## src/rtl/motor_pwm_slave.sv

```systemverilog
// Avalon-MM register slave driving one H-bridge channel with shadowed PWM,
// direction/decay selection and dead-time insertion on direction or run changes.
module motor_pwm_slave #(
    parameter int unsigned DEAD_CYCLES = 4,
    parameter int unsigned CNT_W       = 32
) (
    input  logic        clk,
    input  logic        reset_n,
    input  logic        s_cs,
    input  logic [3:0]  s_address,
    input  logic        s_write,
    input  logic        s_read,
    input  logic [31:0] s_writedata,
    output logic [31:0] s_readdata,
    output logic        s_waitrequest,
    output logic        motor_in1,
    output logic        motor_in2
);

    typedef enum logic [1:0] {StIdle, StDead, StRun} state_e;

    localparam logic [CNT_W-1:0] CntOne   = {{(CNT_W-1){1'b0}}, 1'b1};
    localparam logic [7:0]       DeadInit = 8'(DEAD_CYCLES);

    state_e           state_q, state_d;
    logic [CNT_W-1:0] total_q, total_d;
    logic [CNT_W-1:0] high_q, high_d;
    logic             go_q, go_d;
    logic             fwd_q, fwd_d;
    logic             fast_q, fast_d;
    logic [CNT_W-1:0] act_total_q, act_total_d;
    logic [CNT_W-1:0] act_high_q, act_high_d;
    logic             act_fast_q, act_fast_d;
    logic             dir_q, dir_d;
    logic [CNT_W-1:0] cnt_q, cnt_d;
    logic [7:0]       dead_q, dead_d;
    logic [31:0]      rdata_q, rdata_d;
    logic             rd_done_q, rd_done_d;
    logic             in1_q, in1_d;
    logic             in2_q, in2_d;

    logic        wr_en;
    logic        rd_en;
    logic        ctrl_wr;
    logic        last;
    logic        pwm;
    logic        pending;
    logic [31:0] status;

    assign wr_en   = s_cs & s_write;
    // A simultaneous write takes the bus cycle; the read is dropped.
    assign rd_en   = s_cs & s_read & ~s_write;
    assign ctrl_wr = wr_en && (s_address == 4'd2);

    assign s_waitrequest = rd_en & ~rd_done_q;
    assign s_readdata    = rdata_q;
    assign motor_in1     = in1_q;
    assign motor_in2     = in2_q;

    assign last    = (act_total_q == '0) || (cnt_q == act_total_q - CntOne);
    assign pwm     = (act_total_q != '0) && (cnt_q < act_high_q);
    assign pending = (total_q != act_total_q) || (high_q != act_high_q) ||
                     (fast_q != act_fast_q);
    assign status  = {29'b0, state_q == StDead, pending, state_q == StRun};

    always_comb begin
        total_d = total_q;
        high_d  = high_q;
        go_d    = go_q;
        fwd_d   = fwd_q;
        fast_d  = fast_q;
        if (wr_en) begin
            unique case (s_address)
                4'd0:    total_d = s_writedata[CNT_W-1:0];
                4'd1:    high_d  = s_writedata[CNT_W-1:0];
                4'd2: begin
                    go_d   = s_writedata[0];
                    fwd_d  = s_writedata[1];
                    fast_d = s_writedata[2];
                end
                default: ;
            endcase
        end
    end

    always_comb begin
        rd_done_d = s_waitrequest;
        rdata_d   = rdata_q;
        if (s_waitrequest) begin
            unique case (s_address)
                4'd0:    rdata_d = 32'(total_q);
                4'd1:    rdata_d = 32'(high_q);
                4'd2:    rdata_d = {29'b0, fast_q, fwd_q, go_q};
                4'd3:    rdata_d = status;
                default: rdata_d = '0;
            endcase
        end
    end

    always_comb begin
        state_d = state_q;
        dead_d  = dead_q;
        dir_d   = dir_q;
        cnt_d   = '0;
        unique case (state_q)
            StIdle: begin
                if (go_q) begin
                    state_d = StDead;
                    dead_d  = DeadInit;
                end
            end
            StDead: begin
                if (ctrl_wr && ((s_writedata[0] != go_q) || (s_writedata[1] != fwd_q))) begin
                    dead_d = DeadInit;
                end else if (dead_q <= 8'd1) begin
                    dead_d = '0;
                    if (go_q) begin
                        state_d = StRun;
                        dir_d   = fwd_q;
                    end else begin
                        state_d = StIdle;
                    end
                end else begin
                    dead_d = dead_q - 8'd1;
                end
            end
            StRun: begin
                if (!go_q || (fwd_q != dir_q)) begin
                    state_d = StDead;
                    dead_d  = DeadInit;
                end else begin
                    cnt_d = last ? '0 : cnt_q + CntOne;
                end
            end
            default: state_d = StIdle;
        endcase
    end

    // Shadows only move at a period boundary so a running period is never torn.
    always_comb begin
        act_total_d = act_total_q;
        act_high_d  = act_high_q;
        act_fast_d  = act_fast_q;
        if ((state_q != StRun) || last) begin
            act_total_d = total_q;
            act_high_d  = high_q;
            act_fast_d  = fast_q;
        end
    end

    // A zero period coasts the bridge regardless of decay mode.
    always_comb begin
        in1_d = 1'b0;
        in2_d = 1'b0;
        if ((state_q == StRun) && (act_total_q != '0)) begin
            unique case ({dir_q, act_fast_q})
                2'b11: in1_d = pwm;
                2'b10: begin
                    in1_d = 1'b1;
                    in2_d = ~pwm;
                end
                2'b01: in2_d = pwm;
                2'b00: begin
                    in1_d = ~pwm;
                    in2_d = 1'b1;
                end
                default: ;
            endcase
        end
    end

    always_ff @(posedge clk or negedge reset_n) begin
        if (!reset_n) begin
            state_q     <= StIdle;
            total_q     <= '0;
            high_q      <= '0;
            go_q        <= 1'b0;
            fwd_q       <= 1'b0;
            fast_q      <= 1'b0;
            act_total_q <= '0;
            act_high_q  <= '0;
            act_fast_q  <= 1'b0;
            dir_q       <= 1'b0;
            cnt_q       <= '0;
            dead_q      <= '0;
            rdata_q     <= '0;
            rd_done_q   <= 1'b0;
            in1_q       <= 1'b0;
            in2_q       <= 1'b0;
        end else begin
            state_q     <= state_d;
            total_q     <= total_d;
            high_q      <= high_d;
            go_q        <= go_d;
            fwd_q       <= fwd_d;
            fast_q      <= fast_d;
            act_total_q <= act_total_d;
            act_high_q  <= act_high_d;
            act_fast_q  <= act_fast_d;
            dir_q       <= dir_d;
            cnt_q       <= cnt_d;
            dead_q      <= dead_d;
            rdata_q     <= rdata_d;
            rd_done_q   <= rd_done_d;
            in1_q       <= in1_d;
            in2_q       <= in2_d;
        end
    end

endmodule
```

## config.mk

```make
export PLATFORM = sky130hd
export DESIGN_NAME = motor_pwm_slave
export DESIGN_NICKNAME = d
export VERILOG_FILES = /design/src/rtl/motor_pwm_slave.sv
export SDC_FILE = /design/constraint.sdc
export NUM_CORES = 1
export LEC_CHECK = 0
export CAP_MARGIN = 40
export CORE_MARGIN = 2
export CORE_UTILIZATION = 54
export DETAILED_ROUTE_END_ITERATION = 12
export PLACE_DENSITY = 0.82
export SLEW_MARGIN = 30
export SYNTH_ARGS = -nofsm -noshare
export SYNTH_HDL_FRONTEND = slang
export SYNTH_SLANG_ARGS = --single-unit
export TNS_END_PERCENT = 100
```

## constraint.sdc

```tcl
create_clock -name clk -period 3.5 [get_ports clk]
set_input_delay 0.525 -clock clk [delete_from_list [all_inputs] [get_ports clk]]
set_output_delay 0.525 -clock clk [all_outputs]
set_load 0.1 [all_outputs]
```

==> results.json <==
{
  "root_buffer": "clkbuf_16",
  "hold_viol": 0,
  "track_usage_pct": 28.8,
  "avgSynthCellArea_um2": 10.7,
  "drc": 0,
  "maxCapViolations": 0,
  "pre_cts_ws_ps": 75.0,
  "grt_max_degree": 90,
  "synthMuxAreaShare_pct": 13.8,
  "yosysSeqAreaShare_pct": 46.0,
  "dieHeight_um": 149,
  "num_io_pins": 76,
  "netlist_instances": 1065,
  "cts_max_level": 1,
  "endpoint_kind": "register",
  "finalPower_uw": 8050,
  "ys_async_sr_fraction_pct": 100,
  "grt_pass1_vias": 9139,
  "synth_area_leaders": "dfrtp_1, mux2_2, xor2_1",
  "ys.flop_type": "dfrtp_1",
  "cts.path.max_buffers": 3,
  "cts_tree": "done",
  "layout_common_cells": "dfrtp_1, mux2_2, clkdlybuf4s50_1",
  "power.leakage_uw": 0.00620,
  "port_buffers": 75,
  "rows": 53,
  "path_class": "reg2reg",
  "wire_per_inst_um": 21.8,
  "placeableCoreArea_um2": 20900,
  "drive_above_1_share_pct": 19.3,
  "antenna_found_initial": 2,
  "layout_commonest_cell": "dfrtp_1",
  "grt_overflow": 0,
  "initial_core_util_pct": 54.7,
  "synth_top_area_cell": "dfrtp_1",
  "skew_ps": 14.6,
  "ys_seq_elements": 210,
  "slew_headroom_pct": 46.6,
  "timing.setup.tns_ps": 0,
  "crit_path_start_kind": "register",
  "synth-simple-area-share_pct": 13.2,
  "hold-worst-slack_ps": 69.3,
  "ant_nets": 0,
  "drtIter0Drc": 792,
  "worstPathArrival_ps": 3770,
  "clk_pin_slew_ps": 60,
  "cp_data_required_time_ps": 3840,
  "path_max_fanout": 3,
  "synth_edf_count": 0,
  "yosys_warnings": 0,
  "max_freq_ghz": 0.292,
  "clock_sinks": 210,
  "syn_to_final_growth_pct": 23.7,
  "synth-xor-area-share_pct": 10.3,
  "numCtsBuffers": 22,
  "design.die.area_um2": 22300,
  "syn_nets": 1142,
  "powerDensity_nw_per_um2": 569,
  "synthDistinctLibCells": 63,
  "synth_area_um2": 11400,
  "grt_pass1_wl_um": 49800,
  "fin_crit_sh_pct": 97.8,
  "synth_top_cell_area_share_pct": 46.0,
  "viasPerCell": 6.10,
  "routed_wl_um": 32400,
  "layout_setup_ws_ps": 77.4,
  "dr.pass1.iters": 5,
  "setup_viol": 0,
  "drv_slew": 0,
  "synthAdderAreaFrac_pct": 3.94,
  "gp_congestion": 0.995,
  "ir_drop_v": 0.000448,
  "synth_compound_area_share_pct": 8.96,
  "hold_path_class": "in2async",
  "period_minus_slack_ps": 3420,
  "synth_top_family_by_area": "multiplexers",
  "clk_latency_ps": 510,
  "status": "finished, final reports clean",
  "place_hpwl_um": 22900,
  "die_width_um": 149,
  "vias": 9052,
  "worst_slew_pin_slew_ps": 794,
  "nNetsFinal": 1270
}
[cell type report]
type,count,area (um^2)
diodes,1,2.50
clock buffers,31,666
clock inverters,8,121
fillers,1446,6750
inverters,43,161
multi-input cells,753,5800
flip-flops and latches,210,5260
well taps,275,344
repair buffers,163,1790
[worst max-delay path, cell delays in order, from the launching register on]
cell and delay [ps]:
dfrtp_1 400, inv_1 140, ha_1 260, a21o_1 180
a21o_1 160, a21oi_1 240, o21ai_0 130, a211oi_1 550
o21ai_0 360, or3_1 420, o31ai_1 400
[power by group]
group	switching [uW]	internal [uW]
sequential	532	2810
combinational	1190	1010
clock	975	1550
[sequential cells by signal (all words and copies together) (netlist names)]
signal and cells:
go_q 1, dir_q 1, s_readdata 32, fwd_q 1
high_q 32, motor_in1 1, state_q 2, dead_q 8
rd_done_q 1, total_q 32, act_high_q 32, fast_q 1
act_total_q 32, motor_in2 1, act_fast_q 1, cnt_q 32
[Yosys cell counts, types with 23 or more instances]
cell,count
xnor2_1,63
mux2_1,50
ha_1,36
nand4_1,24
xor2_1,71
nor2_1,67
nor4_1,26
mux2_2,83
dfrtp_1,210
clkbuf_1,38
nand2_1,61
a22oi_1,31
inv_1,43
nand3_1,23
o21ai_0,48
[timing repair]
| item | CTS | global route |
|---|---|---|
| hold buffers | 0 | 0 |
| buffers inserted | 0 | 2 |
| endpoints found under the setup margin | 0 | 65 |
| gates resized for setup | 0 | 14 |
[per-stage QoR]
step                util, %  std cells  area (um^2)
finish                 67.7       1484        14100
global route           67.7       1483        14100
CTS                    67.1       1479        14000
detailed placement     63.3       1440        13200
global placement       60.7       1405        12700
floorplan                 -       1065        11400
[routing by layer]
layer  GRT usage (%)  wire length, um  up-vias
li1                -                -     4054
met3            5.43             2110      106
met4            12.7             1400        0
met1            35.6            12800     4522
met5           0.227                0        -
met2            49.4            16100      370
[logic make-up (layout without fill, tap and decap cells)]
family | Yosys count | after routing
AOI/OAI and AO/OA | 158 | 158
other | 0 | 1
xor gates and xnor gates | 134 | 134
buffers and inverters | 102 | 245
adders and majority gates | 36 | 36
muxes | 138 | 138
DFF | 210 | 210
and+or+nand+nor | 287 | 287
[worst paths after layout]
kind                                       startpoint                    endpoint  slack, ps  cells after the start
max                        act_high_q[21]$_DFFE_PN0P_         motor_in2$_DFF_PN0_         80                     10
min                                           reset_n      high_q[28]$_DFFE_PN0P_         70                      1
max reg2reg                act_high_q[21]$_DFFE_PN0P_         motor_in2$_DFF_PN0_         80                     10
min reg2reg                s_readdata[31]$_DFFE_PN0P_  s_readdata[31]$_DFFE_PN0P_        480                      2
max in group asynchronous                     reset_n   s_readdata[8]$_DFFE_PN0P_       2530                      2
min in group clk           s_readdata[31]$_DFFE_PN0P_  s_readdata[31]$_DFFE_PN0P_        480                      2
Note: power is estimated with default switching activity, not from simulation.
